## config.mk

```make
export PLATFORM = sky130hd
export DESIGN_NAME = sat_addsub_pipe
export DESIGN_NICKNAME = d
export VERILOG_FILES = /design/src/rtl/sat_addsub_pipe.sv
export SDC_FILE = /design/constraint.sdc
export NUM_CORES = 1
export LEC_CHECK = 0
export BUFFER_PORTS_ARGS = -buffer_cell sky130_fd_sc_hd__buf_4
export CAP_MARGIN = 20
export CORE_MARGIN = 2
export CORE_UTILIZATION = 36
export CTS_CLUSTER_DIAMETER = 200
export CTS_CLUSTER_SIZE = 12
export DETAILED_ROUTE_END_ITERATION = 12
export GPL_ROUTABILITY_DRIVEN = 0
export GPL_TIMING_DRIVEN = 0
export PLACE_DENSITY_LB_ADDON = 0.12
export RECOVER_POWER = 25
export SLEW_MARGIN = 20
export SYNTH_ARGS = -nofsm -noshare
export SYNTH_HDL_FRONTEND = slang
export SYNTH_SLANG_ARGS = --single-unit
```

## constraint.sdc

```tcl
create_clock -name clk -period 2.1 [get_ports clk]
set_input_delay 0.315 -clock clk [delete_from_list [all_inputs] [get_ports clk]]
set_output_delay 0.315 -clock clk [all_outputs]
set_load 0.05 [all_outputs]
```

## src/rtl/sat_addsub_pipe.sv

```systemverilog
// sat_addsub_pipe: multi-lane, two-stage pipelined saturating adder/subtractor.
// Each transfer carries LANES independent WIDTH-bit operand pairs together with
// their own mode bits (addsub, tc, sat), so the mode may change every transfer.
// Stage 1 registers the raw (WIDTH+1)-bit sum/difference and the operand MSBs.
// Stage 2 derives the overflow flags, carry and clamped result, and registers
// them as the outputs. A valid/ready handshake buffers at most two transfers.
// Optional feature: define SAT_STICKY_EN to build per-lane sticky overflow
// latches; when it is undefined, sticky reads 0 and sticky_clr is ignored.
module sat_addsub_pipe #(
  parameter int WIDTH = 8,
  parameter int LANES = 4
) (
  input  logic                   clk,
  input  logic                   rst,
  input  logic                   in_valid,
  output logic                   in_ready,
  input  logic [LANES*WIDTH-1:0] a,
  input  logic [LANES*WIDTH-1:0] b,
  input  logic                   addsub,
  input  logic                   tc,
  input  logic                   sat,
  output logic                   out_valid,
  input  logic                   out_ready,
  output logic [LANES*WIDTH-1:0] sum,
  output logic [LANES-1:0]       carry,
  output logic [LANES-1:0]       ovf_pos,
  output logic [LANES-1:0]       ovf_neg,
  output logic [LANES-1:0]       sticky,
  input  logic                   sticky_clr
);

  localparam logic [WIDTH-1:0] TC_MAX = {1'b0, {(WIDTH-1){1'b1}}};
  localparam logic [WIDTH-1:0] TC_MIN = {1'b1, {(WIDTH-1){1'b0}}};

  // Stage 1 state
  logic                    s1_valid;
  logic [LANES-1:0][WIDTH:0] s1_raw;
  logic [LANES-1:0]        s1_a_msb;
  logic [LANES-1:0]        s1_b_msb;
  logic                    s1_addsub;
  logic                    s1_tc;
  logic                    s1_sat;

  // Combinational next values
  logic [LANES-1:0][WIDTH:0] raw_next;
  logic [LANES-1:0]        a_msb;
  logic [LANES-1:0]        b_msb;
  logic [LANES*WIDTH-1:0]  sum_next;
  logic [LANES-1:0]        carry_next;
  logic [LANES-1:0]        pos_next;
  logic [LANES-1:0]        neg_next;

  logic adv2;

  // The output stage may load whenever it is empty or being drained; stage 1
  // may load whenever it is empty or can hand its data on.
  assign adv2     = ~out_valid | out_ready;
  assign in_ready = ~s1_valid | adv2;

  // Per-lane raw sum or difference; subtraction is a + ~b + 1
  always_comb begin
    // NOTE: every output of a combinational block gets a default first, so no
    // path can leave it unassigned and infer a latch.
    raw_next = '0;
    a_msb    = '0;
    b_msb    = '0;
    for (int i = 0; i < LANES; i++) begin
      a_msb[i] = a[i*WIDTH+WIDTH-1];
      b_msb[i] = b[i*WIDTH+WIDTH-1];
      if (addsub)
        raw_next[i] = {1'b0, a[i*WIDTH +: WIDTH]} + {1'b0, ~b[i*WIDTH +: WIDTH]}
                    + (WIDTH+1)'(1);
      else
        raw_next[i] = {1'b0, a[i*WIDTH +: WIDTH]} + {1'b0, b[i*WIDTH +: WIDTH]};
    end
  end

  // Per-lane overflow flags, carry/borrow and saturated result from stage 1
  always_comb begin
    sum_next   = '0;
    carry_next = '0;
    pos_next   = '0;
    neg_next   = '0;
    for (int i = 0; i < LANES; i++) begin
      if (s1_tc) begin
        // Signed overflow: operands of the sign that can overflow, and a
        // result MSB that disagrees with them.
        if (s1_addsub) begin
          pos_next[i] = ~s1_a_msb[i] &  s1_b_msb[i] &  s1_raw[i][WIDTH-1];
          neg_next[i] =  s1_a_msb[i] & ~s1_b_msb[i] & ~s1_raw[i][WIDTH-1];
        end else begin
          pos_next[i] = ~s1_a_msb[i] & ~s1_b_msb[i] &  s1_raw[i][WIDTH-1];
          neg_next[i] =  s1_a_msb[i] &  s1_b_msb[i] & ~s1_raw[i][WIDTH-1];
        end
        // Sign-extension bit of the exact result; b is inverted for subtract.
        carry_next[i] = s1_raw[i][WIDTH] ^ s1_a_msb[i] ^ (s1_b_msb[i] ^ s1_addsub);
      end else begin
        // Unsigned: carry-out overflows an add, a missing carry (borrow)
        // underflows a subtract.
        pos_next[i]   = ~s1_addsub &  s1_raw[i][WIDTH];
        neg_next[i]   =  s1_addsub & ~s1_raw[i][WIDTH];
        carry_next[i] = s1_raw[i][WIDTH] ^ s1_addsub;
        if (s1_sat & (pos_next[i] | neg_next[i]))
          carry_next[i] = 1'b0;
      end
      sum_next[i*WIDTH +: WIDTH] = s1_raw[i][WIDTH-1:0];
      if (s1_sat & pos_next[i])
        sum_next[i*WIDTH +: WIDTH] = s1_tc ? TC_MAX : '1;
      else if (s1_sat & neg_next[i])
        sum_next[i*WIDTH +: WIDTH] = s1_tc ? TC_MIN : '0;
    end
  end

  // Pipeline valid bits; reset discards anything in flight
  always_ff @(posedge clk) begin
    // NOTE: sequential state always uses non-blocking assignments so every
    // register samples values from before the clock edge.
    if (rst) begin
      s1_valid  <= 1'b0;
      out_valid <= 1'b0;
    end else begin
      if (in_ready) s1_valid  <= in_valid;
      if (adv2)     out_valid <= s1_valid;
    end
  end

  // Stage 1 data capture
  always_ff @(posedge clk) begin
    // NOTE: datapath registers behind a valid bit need no reset; the valid bit
    // alone decides whether their contents are ever used.
    if (in_valid & in_ready) begin
      s1_raw    <= raw_next;
      s1_a_msb  <= a_msb;
      s1_b_msb  <= b_msb;
      s1_addsub <= addsub;
      s1_tc     <= tc;
      s1_sat    <= sat;
    end
  end

  // Output registers: reset to zero, otherwise load when stage 1 advances
  always_ff @(posedge clk) begin
    if (rst) begin
      sum     <= '0;
      carry   <= '0;
      ovf_pos <= '0;
      ovf_neg <= '0;
    end else if (adv2 & s1_valid) begin
      sum     <= sum_next;
      carry   <= carry_next;
      ovf_pos <= pos_next;
      ovf_neg <= neg_next;
    end
  end

`ifdef SAT_STICKY_EN
  // Sticky overflow: a flagged output transfer wins over a same-cycle clear
  always_ff @(posedge clk) begin
    if (rst)
      sticky <= '0;
    else
      sticky <= (sticky & ~{LANES{sticky_clr}})
              | ((out_valid & out_ready) ? (ovf_pos | ovf_neg) : '0);
  end
`else
  logic unused_sticky_clr;
  assign unused_sticky_clr = sticky_clr;
  assign sticky            = '0;
`endif

endmodule

```

==> results of run 1 <==
[how the worst max path moves through the flow]
stage                         start          end  slack [ns]  cells past startpoint
after global routing      s1_addsub      sum[28]        0.03                      7
after floorplan           out_valid  s1_a_msb[0]        0.13                      3
after CTS                 s1_addsub      sum[18]        0.13                      7
final                     s1_addsub      sum[10]        0.14                      7
after detailed placement       a[0]    s1_raw[6]       -0.09                      9
after global placement         a[0]    s1_raw[6]       -0.08                      9
[cell type report]
class,count,area [µm²],area share [%]
sequential,93,2330,29.5
timing repair buffer,115,713,9.01
multi-input combinational,526,3800,48.1
clock buffer,9,225,2.84
inverter,71,267,3.37
tap,229,287,3.62
buffer,40,214,2.70
clock inverter,7,73.8,0.933
[cells in the mapped netlist, types with 4 or more instances]
cell      number  share of area [%]
ha_1          72                 14
nor2_1        72                4.1
inv_1         71                4.0
nand2_1       60                3.4
edfxtp_1      47                 21
dfxtp_1       46                 14
a21oi_1       35                2.7
a211oi_1      32                3.6
o21ai_0       30                2.3
nor2b_1       22                2.1
nor3_1        22                1.7
xnor2_1       22                2.9
buf_2         14                1.1
clkbuf_1      14               0.80
nand3_1       13               0.99
buf_4         10                1.1
xor2_1        10                1.3
o21bai_1       9                1.0
fa_1           8                2.4
mux2i_1        8                1.2
o211ai_1       8               0.91
nand2b_1       7               0.66
nand3b_1       6               0.68
nor3b_1        6               0.68
o31ai_1        6               0.68
o21a_1         5               0.57
a211oi_2       4               0.76
a21oi_2        4               0.53
a221o_1        4               0.61
a41o_1         4               0.61
and3_1         4               0.38
o21ai_1        4               0.30
o32ai_1        4               0.53
or3_1          4               0.38
xnor2_2        4               0.99
[power by group through the flow]
| stage | logic, W | clock network, W | registers, W |
|---|---|---|---|
| 6_report | 0.00153 | 0.00163 | 0.00224 |
| 5_1_grt | 0.00169 | 0.00174 | 0.00226 |
| 4_1_cts | 0.00157 | 0.00166 | 0.00224 |
| 3_5_place_dp | 0.00156 | 0 | 0.00228 |
| 3_3_place_gp | 0.00154 | 0 | 0.00228 |
| 2_1_floorplan | 0.000888 | 0 | 0.00245 |
[logic make-up after synthesis]
family,count (synthesis),synth area share [%]
and+or+nand+nor,234,17.2
other,1,0.0569
buffers and inverters,111,7.29
adders and majority gates,80,16.1
DFF,93,35.4
muxes,8,1.22
xor gates and xnor gates,36,5.24
AOI/OAI and AO/OA,164,17.5
[routing by layer]
layer,routed length (µm),vias up,GRT usage (%)
li1,-,2773,-
met1,7730,2516,23.0
met2,7470,181,27.2
met3,901,28,2.65
met4,391,0,6.49
met5,0,-,0
[through the flow]
step,setup WS [ns],instance area (µm²)
2_1_floorplan,0.134,6600
3_3_place_gp,-0.0751,7750
3_5_place_dp,-0.0885,7750
4_1_cts,0.131,8050
5_1_grt,0.0257,7920
6_report,0.145,7920
[worst register-to-register path: stages, from the launching register on]
cell and delay [ns]:
edfxtp_1 0.49, buf_6 0.19, inv_1 0.11, ha_1 0.21
nor2b_1 0.13, a41o_1 0.27, a21oi_2 0.31, a211oi_1 0.12
[registers in the layout (all words and copies together) (netlist names)]
signal     cells
carry          4
out_valid      1
ovf_neg        4
ovf_pos        4
s1_a_msb       4
s1_addsub      1
s1_b_msb       4
s1_raw        36
s1_sat         1
s1_tc          1
s1_valid       1
sum           32
[layout by cell type (no fill, tap or decap), types with 7 or more instances in the layout]
cell type / instances
nand3_1: 13
inv_1: 71
xor2_1: 10
clkbuf_16: 9
clkbuf_1: 54
o21ai_0: 30
a211oi_1: 32
ha_1: 72
nor3_1: 22
dfxtp_1: 46
a21oi_1: 35
buf_2: 14
nand2b_1: 7
mux2i_1: 8
edfxtp_1: 47
xnor2_1: 22
nand2_1: 60
o211ai_1: 8
buf_4: 81
o21bai_1: 9
nor2_1: 72
nor2b_1: 22
fa_1: 8
==> metrics.txt, run 1 <==
status completed; post_cts resized 0; num rows 49; Vert. Die Dim 139 µm; Post-synth EDFFs 47; Clk pin slew, worst setup/hold paths 0.07 ns; number of global-route vias before repair 5512; slowest stage cell, crit path edfxtp_1; Pre-Repair DR Iteration Count 6; Final Hold Fails 0; library cells used by synthesis 56; Clock Skews 0.00519 ns; Fin Hold WS between 0.15 and 0.2 ns; via count 5498; R2R depth 7; Final period util 93.1%; Max-slew headroom 56.3%; Crit path required time 2.31 ns; worst slew pin tran 0.656 ns; Hold Path Stages 1; Setup Buffers After CTS 0; WP data arrival 2.17 ns; register area share after synthesis 35.4%; Pint 0.00364 W; GRT Util Overall 16.9%; Total Neg Setup Slack 0 ns; Clock power frac between 30% and 40%; YS warnings 0; Vias/cell 5.04; Remaining Overflow, GRT 0; initial DRC count 309; Max stage delay on crit path 0.49 ns; Ant. Diodes 0; crit path cell chain buf_6, inv_1, ha_1, nor2b_1, a41o_1, a21oi_2, a211oi_1; CTS tree built; hold_buf cts 0; Max-cap violations 0; RR Startpoint s1_addsub; Post-DP HPWL 13.2 mm; Post-Syn Instances 727; syn avg cell area between 9 and 10 µm²; PD cells 681 nW/µm²; Setup CP Type reg2reg; final max-slew violation count 0; die area slightly below 20000 µm²; Main synth FF type edfxtp_1; Top delay family on crit path compound AO/OA/AOI/OAI gates; fill cell count 1784; hold crit path type in2reg; DP Cell Count around 1100; critical path launch point type register; power share of the combinational group 28.3%; Async S/R FF share, synth 0%; CTS Root Cell clkbuf_16; R2R setup slack 0.14 ns; area of the core 18000 µm²; TritonCTS buffer count 9; Worst Path Buf+Inv 2; Post-Route WL roughly 16 mm; final core utilization 44.1%; Overall Power 0.00539 W; CP endpoint kind register; synthesized flop and latch total 93; crit-path max FO 7; antenna-violating nets left 0; Max Clk Rate 0.511 GHz; # DRC 0; mapped cell area 6590 µm²; clock sink count 93; total net switching power 0.00176 W; Post-Layout Cell Count around 1100; H-tree levels 3; sequential share of power 41.6%; largest net degree at the start of global routing 48; Switching Fraction roughly a third; initial antenna violation count 0; final setup violation count 0; Min Clock Period, post-route 1.96 ns; first-pass GRT wire length roughly 27 mm; Max VDD drop 341 µV; Area Growth Syn to Fin 20.1%; IO Count 122; latest clock arrival within the worst-skew pair between 0.3 and 0.4 ns; fraction of layout cells with a size suffix above 1 16.1%; CTS max path bufs 2; IO Port Bufs 115; worst hold start tc; Initial Utilization 36.7%; Layout Nets 1008; unrepaired setup endpoints after global routing no; FF-to-FF End sum[10]; drt wl/cell 15.1 µm; Pleak 3.43 nW; Die Wd approximately 140 µm; WHS Endpoint s1_tc
Note: power is estimated with default switching activity, not from simulation.
==> run 2: changes to the inputs <==
--- a/config.mk
+++ b/config.mk
@@ -8,7 +8,7 @@
 export BUFFER_PORTS_ARGS = -buffer_cell sky130_fd_sc_hd__buf_4
 export CAP_MARGIN = 20
 export CORE_MARGIN = 2
-export CORE_UTILIZATION = 36
+export CORE_UTILIZATION = 45
 export CTS_CLUSTER_DIAMETER = 200
 export CTS_CLUSTER_SIZE = 12
 export DETAILED_ROUTE_END_ITERATION = 12
==> run 2 against run 1 <==
Effect of this change:
- clock skew rose by 0.0033 ns
- maximum frequency fell by 1.9%
- flip-flop and latch count did not move
- sequential power barely moved
- combinational power barely moved
- non-clock buffer count did not move
- critical endpoint is now sum[11]
- highest routed layer unchanged
==> metrics.txt, run 2 (synthesis results as in run 1) <==
status completed; latest clock arrival within the worst-skew pair 0.34 ns; sequential share of power 41.6%; CTS max path bufs 2; Switching Fraction 32.1%; Pre-Repair DR Iteration Count 6; CTS tree built; Max Clk Rate between 0.5 and 0.6 GHz; Initial Utilization 45.7%; Fin Hold WS 0.190 ns; CP endpoint kind register; RR Startpoint s1_addsub; critical path launch point type register; Top delay family on crit path compound AO/OA/AOI/OAI gates; Max-cap violations 0; final setup violation count 0; IO Port Bufs 115; Max-slew headroom 55.1%; TritonCTS buffer count 9; Worst Path Buf+Inv 1; WP data arrival 2.20 ns; fin worst setup slack 0.107 ns; Pint 0.00363 W; Die Wd 125 µm; GRT Util Overall 19.8%; Pleak 3.42 nW; area of the core 14400 µm²; die area 15600 µm²; fraction of layout cells with a size suffix above 1 16.4%; hold crit path type in2reg; # DRC 0; total net switching power 0.00172 W; antenna-violating nets left 0; Final period util 94.9%; highest-count cells in the layout ignoring fill and taps 81 x buf_4, 72 x nor2_1, 72 x ha_1, 71 x inv_1, 60 x nand2_1; Final Hold Fails 0; Clock Skews 0.00849 ns; first-pass GRT wire length 25.4 mm; unrepaired setup endpoints after global routing no; final max-slew violation count 0; worst slew pin tran 0.674 ns; Post-Place Setup Slack -0.0556 ns; max reg flops 36; H-tree levels 3; Overall Power around 0.0053 W; drt wl/cell about 15 µm; Hold Path Stages 1; crit path launch s1_addsub; slowest stage cell, crit path o32ai_1; Max stage delay on crit path around 0.52 ns; power share of the combinational group 29.1%; via count between 5000 and 6000; Post-DP HPWL 12.3 mm; initial DRC count 361; CTS Root Cell clkbuf_16; Worst path depth 6; Vert. Die Dim 125 µm; Clk pin slew, worst setup/hold paths 0.06 ns; Ant. Diodes 0; IO Count 122; Area Growth Syn to Fin 19.5%; largest register by flop count s1_raw; Setup CP Type reg2reg; R2R depth 6; Post-Route WL 15.5 mm; Remaining Overflow, GRT 0; Max VDD drop about 460 µV; most used cell, CP nand2_1; Min Clock Period, post-route 1.99 ns; Crit path required time 2.30 ns; Total Neg Setup Slack 0 ns; number of global-route vias before repair between 5000 and 6000; crit-path max FO 7; initial antenna violation count 0; Clock power frac between 20 and 30%; PD cells 679 nW/µm²; worst hold start sat; Vias/cell 5.29; most common cell after layout, fill and taps aside buf_4; biggest regs s1_raw: 36 flops, sum: 32 flops; clock sink count 93; Setup Buffers After CTS 0; final core utilization 54.6%; num rows 44; largest net degree at the start of global routing 48; Layout Nets 1008; crit path cell chain buf_6, xnor2_2, o32ai_1, nand2_1, nand2_1, a211oi_1; fill cell count 1371
[run 2: cell types whose count changed in the layout (fill, tap and decap cells not counted), sizes merged]
cell	change
inv	-2
clkinv	-3
clkbuf	+1
clkinvlp	+4
[run 2: worst paths after layout]
kind | end | slack, ns
worst max-delay path | sum[11] | 0.11
worst min-delay path | s1_sat | 0.19
worst max register to register | sum[11] | 0.11
worst min register to register | ovf_neg[2] | 0.46
[run 2: stage by stage]
| stage | cell area (µm²) | instances |
|---|---|---|
| finish | 7870 | 1045 |
| detailed placement | 7700 | 1029 |
| CTS | 7990 | 1045 |
| global placement | 7700 | 1029 |
| floorplan | 6600 | 730 |
| global route | 7870 | 1045 |
[run 2: repair_timing]
item                                    in CTS  in global routing
gates resized for setup                      0                  5
endpoints found under the setup margin       0                 11
hold buffers                                 0                  0
[run 2: worst reg2reg max path: stages, from the launching register on]
cell and delay, ns:
edfxtp_1 0.50, buf_6 0.20, xnor2_2 0.17, o32ai_1 0.52
nand2_1 0.27, nand2_1 0.14, a211oi_1 0.07
[run 2: layout make-up]
class / count / area (µm²) / area share (%)
clock buffer: 10 / 229 / 2.91
inverter: 71 / 267 / 3.39
clock inverter: 6 / 63.8 / 0.811
tap: 184 / 230 / 2.92
sequential: 93 / 2330 / 29.6
timing repair buffer: 115 / 717 / 9.11
buffer: 40 / 214 / 2.72
multi-input combinational: 526 / 3820 / 48.5
[run 2: power by group through the flow]
stage	clock [W]	sequential [W]	combinational (W)
2_1_floorplan	0	0.00245	0.000888
3_3_place_gp	0	0.00226	0.00154
3_5_place_dp	0	0.00226	0.00158
4_1_cts	0.00160	0.00222	0.00158
5_1_grt	0.00168	0.00224	0.00171
6_report	0.00157	0.00222	0.00156
[run 2: metal layers]
layer / routed length, µm / track usage, % / vias to the layer above
met1: 7280 / 27.1 / 2559
met3: 867 / 3.29 / 21
met2: 7120 / 32.4 / 172
met4: 225 / 5.88 / 0
met5: 0 / 0 / -
li1: - / - / 2774
==> run 3: changes to the inputs <==
--- a/config.mk
+++ b/config.mk
@@ -7,6 +7,7 @@
 export LEC_CHECK = 0
 export BUFFER_PORTS_ARGS = -buffer_cell sky130_fd_sc_hd__buf_4
 export CAP_MARGIN = 20
+export CORE_ASPECT_RATIO = 0.9
 export CORE_MARGIN = 2
 export CORE_UTILIZATION = 45
 export CTS_CLUSTER_DIAMETER = 200
==> run 3 against run 2 <==
Effect of this change:
- sequential power is essentially flat
- utilization grew 0.91 points
- hold slack lost 0.011 ns
- maximum frequency shrank 1.2%
- wire length increased by 2.5%
- via count is 0.47% higher
- largest cell class unchanged
- critical path depth did not move
- design area decreased by 0.21%
- clock power grew 5%
- power rose by 1.3%
- largest power group unchanged
- combinational power is 3% lower
==> metrics.txt, run 3 (synthesis results as in run 1) <==
Max Clk Rate 0.496 GHz; area occupied by multi-input gates 3790 µm²; critical path launch point type register; WP data arrival 2.23 ns; via count around 5600; Crit path required time 2.32 ns; Setup Buffers After CTS 0; hold crit path type in2reg; dpl cell area 7710 µm²; Worst Path Buf+Inv 1; unrepaired setup endpoints after global routing no; crit path cell chain buf_6, xnor2_2, o32ai_1, nand2_1, nand2_1, a211oi_1; Remaining Overflow, GRT 0; Post-DP HPWL 12.5 mm; Overall Power between 0.005 and 0.006 W; H-tree levels 3; die area 15600 µm²; worst slew pin tran between 0.6 and 0.7 ns; highest-count cells in the layout ignoring fill and taps 81 x buf_4, 72 x nor2_1, 72 x ha_1, 71 x inv_1, 60 x nand2_1; fraction of layout cells with a size suffix above 1 16.1%; post_cts resized 0; antenna-violating nets left 0; Final period util roughly 96%; most used cell, CP nand2_1; Max-slew headroom around three fifths; Design Area, Final between 7000 and 8000 µm²; Pre-Repair DR Iteration Count 5; # DRC 0; drt wl/cell 15.1 µm; Final Hold Fails 0; Min Clock Period, post-route 2.02 ns; fill cell count 1341; final max-slew violation count 0; max reg flops 36; Post-Route WL about 16 mm; CTS max path bufs 2; Vias/cell 5.27; most common cell after layout, fill and taps aside buf_4; CP endpoint kind register; CTS tree built; area of the core 14200 µm²; final setup violation count 0; Layout Nets 1008; first-pass GRT wire length 25.9 mm; status completed; Max-cap violations 0; largest net degree at the start of global routing 48; initial DRC count approximately 410; PD cells a little under 700 nW/µm²; TritonCTS buffer count 9; CTS Root Cell clkbuf_16; Area Growth Syn to Fin 19.2%; Die Wd roughly 130 µm; Setup CP Type reg2reg; Ant. Diodes 0; largest register by flop count s1_raw; initial antenna violation count 0; latest clock arrival within the worst-skew pair 0.35 ns; Max VDD drop 348 µV; IO Port Bufs 115; Vert. Die Dim approximately 120 µm; Initial Utilization 46.5%; Top delay family on crit path compound AO/OA/AOI/OAI gates; IO Count 122; hold_buf cts 0; Clk pin slew, worst setup/hold paths 0.07 ns; Max stage delay on crit path 0.55 ns; Sequential cell area 2330 µm²; crit-path max FO 7; biggest regs s1_raw: 36 flops, sum: 32 flops; GRT Util Overall 20.5%; clock sink count 93; num rows 41; slowest stage cell, crit path o32ai_1; number of global-route vias before repair 5426; Clock Skews 0.00489 ns; Pleak around 3.4 nW
==> run 3: per-layer routing <==
| metal | vias up | global-route usage, % | wire, µm |
|---|---|---|---|
| li1 | 2782 | - | - |
| met2 | 220 | 33.0 | 7120 |
| met1 | 2524 | 28.0 | 7460 |
| met4 | 0 | 6.93 | 302 |
| met3 | 26 | 3.47 | 989 |
| met5 | - | 0 | 0 |
==> run 3: area by class of cell <==
type                            count  area share [%]
Clock inverter                      6           0.892
Multi-Input combinational cell    526            48.2
Sequential cell                    93            29.7
Clock buffer                       10            2.91
Buffer                             40            2.72
Inverter                           71            3.39
Timing Repair Buffer              115            9.08
Tap cell                          193            3.07
==> run 3: stage by stage <==
| step | setup WS [ns] | cells | util (%) | setup TNS, ns | hold slack (ns) |
|---|---|---|---|---|---|
| 5_1_grt | 0.0191 | 1054 | 55.5 | 0 | 0.175 |
| 3_3_place_gp | -0.0561 | 1038 | 54.4 | -0.0561 | 0.447 |
| 3_5_place_dp | -0.0569 | 1038 | 54.4 | -0.126 | 0.448 |
| 4_1_cts | 0.135 | 1054 | 56.5 | 0 | 0.155 |
| 2_1_floorplan | 0.134 | 730 | - | 0 | 0.414 |
| 6_report | 0.0824 | 1054 | 55.5 | 0 | 0.180 |
==> run 3: power breakdown <==
part	internal (W)	total, W	switching [W]
combinational	0.000582	0.00152	0.000939
sequential	0.00213	0.00224	0.000119
clock	0.000932	0.00165	0.000714
total	0.00364	0.00541	0.00177
==> run 3: worst reg2reg max path: cells and delay by family (launching register included) <==
| family | cells | cell delay [ns] |
|---|---|---|
| AOI/OAI and AO/OA | 2 | 0.62 |
| and+or+nand+nor | 2 | 0.39 |
| xor gates and xnor gates | 1 | 0.17 |
| buffers and inverters | 1 | 0.20 |
| DFF | 1 | 0.50 |
==> run 3: final timing paths <==
path | start | to | slack (ns) | depth (start not counted)
max reg2reg | s1_addsub | sum[8] | 0.08 | 6
min | tc | s1_tc | 0.18 | 1
min reg2reg | ovf_neg[2] | ovf_neg[2] | 0.46 | 2
max | s1_addsub | sum[8] | 0.08 | 6
